<file path="config.mk">
export PLATFORM = sky130hd
export DESIGN_NAME = reg_bank_loader
export DESIGN_NICKNAME = d
export VERILOG_FILES = /design/src/rtl/reg_bank_loader.sv
export SDC_FILE = /design/constraint.sdc
export NUM_CORES = 1
export LEC_CHECK = 0
export CORE_UTILIZATION = 52
export DETAILED_ROUTE_END_ITERATION = 8
export GPL_TIMING_DRIVEN = 1
export PLACE_DENSITY = 0.85
export SYNTH_ARGS = -nofsm -noshare
export SYNTH_HDL_FRONTEND = slang
export SYNTH_SLANG_ARGS = --single-unit
</file>
<file path="constraint.sdc">
create_clock -name CLK -period 3 [get_ports CLK]
set_input_delay 0.6 -clock CLK [delete_from_list [all_inputs] [get_ports CLK]]
set_output_delay 0.6 -clock CLK [all_outputs]
set_load 0.02 [all_outputs]
</file>
<file path="src/rtl/reg_bank_loader.sv">
// reg_bank_loader: parses two-byte (header, data) write frames from a valid/ready byte stream into register-bank load strobes
// Ports: CLK clock; RST async active-low reset; S_DATA/S_VALID/S_READY byte stream input;
//        DIN bank data bus; RG1/RG2/RG3 one-hot load strobes; ERR one-cycle frame error pulse;
//        WR_CNT wrapping count of successful writes.
// Header: bit7 start flag, bits[1:0] target register (00 invalid), bit6 data parity when
//         REG_BANK_LOADER_PARITY_EN is defined (ignored otherwise).
module reg_bank_loader #(
  parameter int TIMEOUT = 64,
  parameter int TO_W    = 7
) (
  input  logic       CLK,
  input  logic       RST,
  input  logic [7:0] S_DATA,
  input  logic       S_VALID,
  output logic       S_READY,
  output logic [7:0] DIN,
  output logic       RG1,
  output logic       RG2,
  output logic       RG3,
  output logic       ERR,
  output logic [7:0] WR_CNT
);
  localparam logic [1:0] IDLE = 2'd0, WAIT_DATA = 2'd1, DROP = 2'd2, STROBE = 2'd3;
  logic [1:0] state;
  logic [1:0] sel;
  logic [TO_W-1:0] cnt;
  logic acc;
  logic bad;
  logic unused;
  assign acc = S_VALID && S_READY;
  assign unused = ^S_DATA[6:2];
`ifdef REG_BANK_LOADER_PARITY_EN
  logic par;
  assign bad = par != ^S_DATA;
  always_ff @(posedge CLK or negedge RST)
    if (!RST) par <= 1'b0;
    else if (state == IDLE && acc) par <= S_DATA[6];
`else
  assign bad = 1'b0;
`endif
  // S_READY is registered: it reflects the state being entered, so it is low only for STROBE
  always_ff @(posedge CLK or negedge RST) begin
    if (!RST) begin
      state   <= IDLE;
      sel     <= 2'd0;
      cnt     <= '0;
      S_READY <= 1'b0;
      DIN     <= 8'h00;
      RG1     <= 1'b0;
      RG2     <= 1'b0;
      RG3     <= 1'b0;
      ERR     <= 1'b0;
      WR_CNT  <= 8'h00;
    end else begin
      S_READY <= 1'b1;
      RG1     <= 1'b0;
      RG2     <= 1'b0;
      RG3     <= 1'b0;
      ERR     <= 1'b0;
      case (state)
        IDLE: if (acc) begin
          if (!S_DATA[7]) ERR <= 1'b1;
          else if (S_DATA[1:0] == 2'd0) begin
            ERR   <= 1'b1;
            state <= DROP;
          end else begin
            sel   <= S_DATA[1:0];
            cnt   <= '0;
            state <= WAIT_DATA;
          end
        end
        WAIT_DATA: if (acc) begin
          // an accept on the final timeout cycle still completes the write
          DIN     <= S_DATA;
          state   <= STROBE;
          S_READY <= 1'b0;
          if (bad) ERR <= 1'b1;
          else begin
            RG1    <= sel == 2'd1;
            RG2    <= sel == 2'd2;
            RG3    <= sel == 2'd3;
            WR_CNT <= WR_CNT + 8'd1;
          end
        end else if (cnt == TO_W'(TIMEOUT - 1)) begin
          ERR   <= 1'b1;
          state <= IDLE;
        end else cnt <= cnt + 1'b1;
        DROP: if (acc) state <= IDLE;
        default: state <= IDLE;
      endcase
    end
  end
endmodule

</file>
# Word level (Yosys, flattened, before mapping)
# Cells that the tools add are included.
[totals]
regBits = 32
wordCells = 61
[classes]
add_sub_neg = 2
eq_ne = 13
mux = 27
n_bitwise = 1
reduce_logical = 8
[ops]
columns = ["op", "count"]
rows = [
  ["$mux W7", 5],
  ["$pmux W7 S2", 1],
  ["$mux W1", 13],
  ["$mux W2", 6],
  ["$ne A2 B2 Y1 const B", 6],
  ["$add A8 B1 Y8 const B", 1],
  ["$reduce_and A4 Y1", 2],
  ["$add A7 B1 Y7 const B", 1],
  ["$eq A7 B6 Y1 const B", 1],
  ["$eq A2 B2 Y1 const B", 3],
  ["$pmux W2 S3", 1],
  ["$reduce_and A6 Y1", 1],
  ["$eq A2 B1 Y1 const B", 2],
  ["$logic_not A2 Y1", 2],
  ["$ne A3 B3 Y1 const B", 1],
  ["$pmux W1 S2", 1],
  ["$reduce_and A2 Y1", 1],
  ["$reduce_bool A2 Y1", 1],
  ["$logic_and A1 B1 Y1", 1],
  ["$not A1 Y1", 1],
]

# Longest topological paths before layout
# Gate-level depths: netlist of run 1.
[logic_depth]
word_depth = 5
mapped_depth = 6
ltp_nobuf = 6

# Least setup slack after synthesis of run 1
# OpenSTA, ideal clock, no wires.
[synth_path]
path_type = "in2reg"
from = "in S_DATA[1]"
to = "reg cnt[6]"
arrival_time_ps = 1483
required_time_ps = 2881
path_slack_ps = 1398
stages = 5
path_buffers = 1
cell_sequence = "o2111ai_1 > or3_1 > buf_6 > and2_4 > o21a_1"
[synth_via]
elab_chain_cells = 3
[synth_rtl]
columns = ["item", "line", "text"]
rows = [
  ["start, declared", "13", "input logic [7:0] S_DATA,"],
  ["$logic_not A2 Y1", "63", "else if (S_DATA[1:0] == 2'd0) begin"],
  ["$ne A2 B2 Y1 (no source line)", "n/a", ""],
  ["$reduce_and A6 Y1 (no source line)", "n/a", ""],
  ["end signal, assigned", "87", "end else cnt <= cnt + 1'b1;"],
  ["end, declared", "26", "logic [TO_W-1:0] cnt;"],
]
# No other way between the ends.
# A chain may end at the register's enable or synchronous reset.

# Worst setup path after layout of run 1
[layout_path]
from = "reg WR_CNT[2]"
to = "out WR_CNT[2]"
[layout_rtl]
columns = ["item", "line", "text"]
rows = [
  ["start, declared", "21", "output logic [7:0] WR_CNT"],
  ["start signal, assigned", "82", "WR_CNT <= WR_CNT + 8'd1;"],
]
# No word-level cell between the ends.

==> metrics.cfg, run 1 <==
[critical_path]
worstPathArrival_ps = 1420
crit_chain = clkdlybuf4s50_1
critPathMaxStageDelay_ps = 640
cp_top_family = buffers and inverters
worst_ep_required_time_ps = 2400
cp_max_fo = 5
path_class = register to primary output
cp-end-kind = primary output
crit_buf_inv = 1
crit_slowest_cell = clkdlybuf4s50_1
critPathLaunchType = register

[place]
place_ws_ps = 715
port_buffers = 31
place.gp.congestion = 0.691
dp_hpwl_mm = 2.05

[cells_and_area]
final_nets = 182
final_util = 0.718
syn2layout_area_growth_pct = 28.7
fillers = 199
antennaDiodeCount = 0
drive_gt1_frac = 0.0765

[synth]
synth_nets = 145
synth-seq-area-share = 0.574
synthXorXnorAreaFrac = 0.0439
synth_adder_area_share = 0.0179
syn_area_um2 = 1400
synth_top_area_cell = dfrtp_1
synth.top_cell.area_share = 0.574
synth-compound-area-share = 0.111
synthSimpleGateAreaFrac = 0.216
synth_top_family_by_area = simple AND/OR/NAND/NOR gates
synth_seq_cells = 32
synth_warnings = 0
synthMuxAreaShare = 0.0161
synth.distinct_cells = 34
synth_cells = 132
avgSynthCellArea_um2 = 10.6
synth_area_leaders = dfrtp_1 (57%), nand2_1 (8.9%), xnor2_1 (3.8%), nand3_1 (2.2%), nor2_1 (1.9%)

[cts]
clk_latency_ps = 330
cts-root-buf = clkbuf_4
holdBufCountCts = 0
clk_path_buf_depth = 2
post_cts_buffers = 0
htree_levels = 2
clock_sinks = 32
cts_inserted_buffers = 5
clk_pin_slew_ps = 100
cts_tree = yes
postCtsResizedCells = 0

[sta]
finalCriticalPeriod_ps = 2020
finalWorstSetupSlack_ps = 979
slew_headroom = 0.726
fmax_mhz = 495
slew_viol_final = 0
clock_skew_ps = 10.9
worstMarginPinSlew_ps = 410
setup-tns-final_ps = 0
grt_setup_unrepaired = false
fin_crit_sh = 0.674
finalHoldViolCount = 0
holdWs_ps = 482
finalSetupViolations = 0

[floorplan]
dieWidth_um = 53.8
core_um2 = 2500
rows = 18
initial_core_util = 0.558
die_area_um2 = 2890
fp.dieH_um = 53.8
ios = 32

[grt]
grt_max_degree = 33
grt-ovfl-total = 0
grt_use_total = 0.235
grt_pass1_wl_mm = 4.60
antenna_found_initial = 0
grt_pass1_vias = 1041

[pwr]
total_power_uw = 1660
cellLeakagePower_uw = 0.000824
irDropWorstVdd_mv = 0.648
p_per_area_nw_per_um2 = 924

[min_path]
hold_class = register to register

[route]
first_pass_iters = 4
ant_nets = 0
drcViolationCount = 0
wl_mm = 2.91
drt_iter0_drc = 19
viasPerCell = 5.52
wl_per_cell_um = 14.6
dr_total_vias = 1103

[outcome]
status = complete, no violations

[job]
cap_violations = 0

-- registers in the layout, summed over array words and instances, names as in the netlist --
name     flops
cnt          7
RG2          1
WR_CNT       8
ERR          1
S_READY      1
state        2
sel          2
RG1          1
DIN          8
RG3          1
-- layer usage --
layer / up-vias / track usage / routed length [um]
met5: - / 0 / 0
met2: 32 / 0.377 / 1440
met1: 538 / 0.272 / 1250
met3: 6 / 0.102 / 169
li1: 527 / - / -
met4: 0 / 0.101 / 48
-- worst paths after layout --
kind / from / endpoint / slack (ps) / cells after the start
worst max-delay path: WR_CNT[2] / WR_CNT[2] / 980 / 1
worst min-delay path: WR_CNT[7] / WR_CNT[7] / 480 / 1
worst min register to register: WR_CNT[7] / WR_CNT[7] / 480 / 1
worst max register to register: state[1] / WR_CNT[5] / 1340 / 6
min in group asynchronous: RST / WR_CNT[3] / 640 / 2
max in group asynchronous: RST / cnt[5] / 2060 / 2
-- report_power, final --
group          leakage [uW]  internal [uW]  switching [uW]  total, uW
Sequential         0.000412            577             140        717
Combinational      0.000379            320             363        683
Clock             0.0000326            116             143        259
-- placed cells by master (no fill, tap or decap), types with 3 or more instances in the layout --
cell type / count
nand2_1: 33
clkbuf_4: 5
nor2_1: 7
nand4_1: 4
and3_1: 3
nand3_1: 6
xnor2_1: 6
clkdlybuf4s50_1: 31
o21ai_0: 3
a21oi_1: 4
dfrtp_1: 32
-- final cells by class --
cell class	count	area (um2)	area share
sequential	32	801	0.446
multi-input combinational	95	566	0.315
timing repair buffer	33	325	0.181
clock buffer	8	58.8	0.0328
tap	30	37.5	0.0209
inverter	2	7.51	0.00418
-- kinds of logic after synthesis --
group | Yosys count
XOR/XNOR | 7
buffers and inverters | 5
AND/OR/NAND/NOR | 64
adder cells (fa/ha/maj) | 2
multiplexers | 2
flip-flops | 32
AO/OA/AOI/OAI | 20
-- cells in the mapped netlist, drive strengths merged --
| cell type | instances |
|---|---|
| dfrtp | 32 |
| o22a | 2 |
| nand4 | 4 |
| ha | 2 |
| a21bo | 1 |
| nor2 | 8 |
| xor2 | 1 |
| a22o | 1 |
| nand3b | 1 |
| a21oi | 4 |
| buf | 3 |
| o211ai | 1 |
| mux2 | 2 |
| nor3 | 2 |
| o2111ai | 1 |
| o31ai | 1 |
| nand2 | 34 |
| nand2b | 2 |
| and3 | 3 |
| o311ai | 1 |
| o21a | 2 |
| nand3 | 6 |
| or3 | 1 |
| o21ai | 3 |
| and2 | 1 |
| and2b | 1 |
| nor3b | 1 |
| inv | 2 |
| xnor2 | 6 |
| o211a | 1 |
| a31oi | 2 |
-- through the flow --
step | area, um2 | std cells
finish | 1800 | 200
detailed placement | 1740 | 192
global route | 1800 | 200
global placement | 1740 | 192
CTS | 1800 | 200
floorplan | 1400 | 132
Power figures use the tool's default switching activity.
==> inputs of run 2 (changes only) <==
--- a/config.mk
+++ b/config.mk
@@ -5,10 +5,10 @@
 export SDC_FILE = /design/constraint.sdc
 export NUM_CORES = 1
 export LEC_CHECK = 0
-export CORE_UTILIZATION = 52
+export CORE_UTILIZATION = 49
 export DETAILED_ROUTE_END_ITERATION = 8
 export GPL_TIMING_DRIVEN = 1
-export PLACE_DENSITY = 0.85
+export PLACE_DENSITY = 0.81
 export SYNTH_ARGS = -nofsm -noshare
 export SYNTH_HDL_FRONTEND = slang
 export SYNTH_SLANG_ARGS = --single-unit
==> constraint.sdc (replaced) <==
create_clock -name CLK -period 1.9 [get_ports CLK]
set_input_delay 0.38 -clock CLK [delete_from_list [all_inputs] [get_ports CLK]]
set_output_delay 0.38 -clock CLK [all_outputs]
set_load 0.02 [all_outputs]
==> run 2 against run 1 <==
Clock-buffer cell count fell by 2. Via count up 3.1%. Core utilization shrank 0.37 points. Critical endpoint unchanged. Non-clock buffer count grew 5. Wire length rose by 2.6%. Register-to-register slack worse by 1000 ps. Flip-flop and latch count is the same. Largest power group unchanged. Global-route usage fell by 2.1 points.
==> metrics.cfg, run 2 (synthesized netlist as in run 1, its figures left out) <==
[sta]
clock_skew_ps = 23.6  ; +12.8 ps
slew_headroom = 0.738  ; +0.0121
slew_viol_final = 0  ; unchanged
finalWorstSetupSlack_ps = 74.8  ; -904 ps
finalCriticalPeriod_ps = 1830
setup-tns-final_ps = 0  ; unchanged
grt_setup_unrepaired = false
worstMarginPinSlew_ps = 387  ; -22.6 ps
finalSetupViolations = 0  ; unchanged
finalHoldViolCount = 0  ; unchanged
fmax_mhz = 548
fin_crit_sh = 0.961

[place]
place_inst = 197  ; +2.6%
port_buffers = 31  ; unchanged
placed_area_um2 = 1770  ; +2.2%
dp_hpwl_mm = 2.14  ; +4.3%
place.gp.congestion = 0.810  ; +17%
place_ws_ps = -89.8  ; -805 ps

[floorplan]
fp.dieH_um = 55.4  ; +2.9%
die_area_um2 = 3060  ; +5.9%
core_um2 = 2590  ; +3.6%
ios = 32  ; unchanged
rows = 18  ; unchanged
dieWidth_um = 55.4  ; +2.9%
initial_core_util = 0.539  ; -0.0194

[cells_and_area]
antennaDiodeCount = 0  ; unchanged
syn2layout_area_growth_pct = 32.6
layout_common_cells = nand2_1 (33), dfrtp_1 (32), clkdlybuf4s50_1 (31)
drive_gt1_frac = 0.109  ; +0.0321
fin_cells = 205  ; +2.5%
final_nets = 187  ; +2.7%
layout_commonest_cell = nand2_1
largest_registers = DIN x8, WR_CNT x8, cnt x7
final_area_um2 = 1850  ; +3.1%

[cts]
cts-root-buf = clkbuf_4
clock_sinks = 32  ; unchanged
holdBufCountCts = 0  ; unchanged
clk_latency_ps = 350  ; +20 ps
clk_path_buf_depth = 2  ; unchanged
htree_levels = 2  ; unchanged
postCtsResizedCells = 0  ; unchanged
clk_pin_slew_ps = 120  ; +20 ps
post_cts_buffers = 0  ; unchanged
cts_inserted_buffers = 5  ; unchanged
cts_tree = yes

[route]
dr_total_vias = 1137  ; +3.1%
viasPerCell = 5.55  ; +0.57%
first_pass_iters = 4  ; unchanged
wl_mm = 2.99  ; +2.6%
drt_iter0_drc = 35  ; +16
ant_nets = 0  ; unchanged
wl_per_cell_um = 14.6  ; about the same
drcViolationCount = 0  ; unchanged

[job]
cap_violations = 0  ; unchanged

[grt]
grt_pass1_vias = 1089  ; +4.6%
antenna_found_initial = 0  ; unchanged
grt_max_degree = 33  ; unchanged
grt_use_total = 0.214  ; -0.0214
grt_pass1_wl_mm = 4.96  ; +8.0%
grt-ovfl-total = 0  ; unchanged

[critical_path]
path_class = register to primary output
worstPathArrival_ps = 1450  ; +30 ps
crit_buf_inv = 1  ; unchanged
rrSetupSlack_ps = 320  ; -1020 ps
cp-end-kind = primary output
worst_ep_required_time_ps = 1520  ; -880 ps
critPathMaxStageDelay_ps = 640  ; about the same
cp_top_family = buffers and inverters
crit_chain = clkdlybuf4s50_1
critPathLaunchType = register
crit_slowest_cell = clkdlybuf4s50_1
cp_max_fo = 5  ; unchanged

[min_path]
hold_class = input port to asynchronous set/reset pin

[pwr]
irDropWorstVdd_mv = 1.15  ; +78%
p_per_area_nw_per_um2 = 1470  ; +59%
cellLeakagePower_uw = 0.000857  ; +4.0%

[outcome]
status = complete, no violations

-- run 2: metrics by stage --
stage               hold WS (ps)   util  power, uW
floorplan                   84.4      -       1740
global placement             445  0.685       2180
detailed placement           455  0.685       2230
CTS                          436  0.714       2740
global route                 456  0.714       2880
finish                       420  0.714       2720
-- run 2: cell type report --
cell class / count / area, um2
sequential: 32 / 801
fill: 191 / 739
multi-input combinational: 95 / 566
timing repair buffer: 38 / 363
clock buffer: 6 / 41.3
tap: 30 / 37.5
clock inverter: 2 / 35.0
inverter: 2 / 7.51
-- run 2: layer usage --
metal  share of wire  track usage  up-vias
li1                -            -      537
met1            0.42        0.252      538
met2            0.49        0.351       52
met3           0.062       0.0749       10
met4           0.023       0.0929        0
met5               0            0        -
-- run 2: path summary, 6_finish.rpt --
| path | startpoint | endpoint | cells past startpoint |
|---|---|---|---|
| max | WR_CNT[2] | WR_CNT[2] | 1 |
| min | RST | WR_CNT[5] | 2 |
| max reg2reg | cnt[0] | cnt[6] | 5 |
| min reg2reg | sel[1] | RG1 | 1 |
| max in group asynchronous | RST | cnt[2] | 2 |
| min in group CLK | sel[1] | RG1 | 1 |
-- run 2: power by group --
group	total, uW	internal [uW]	switching [uW]	leakage (uW)
combinational	1090	520	567	0.000402
sequential	1130	910	215	0.000412
clock	508	276	232	0.0000422
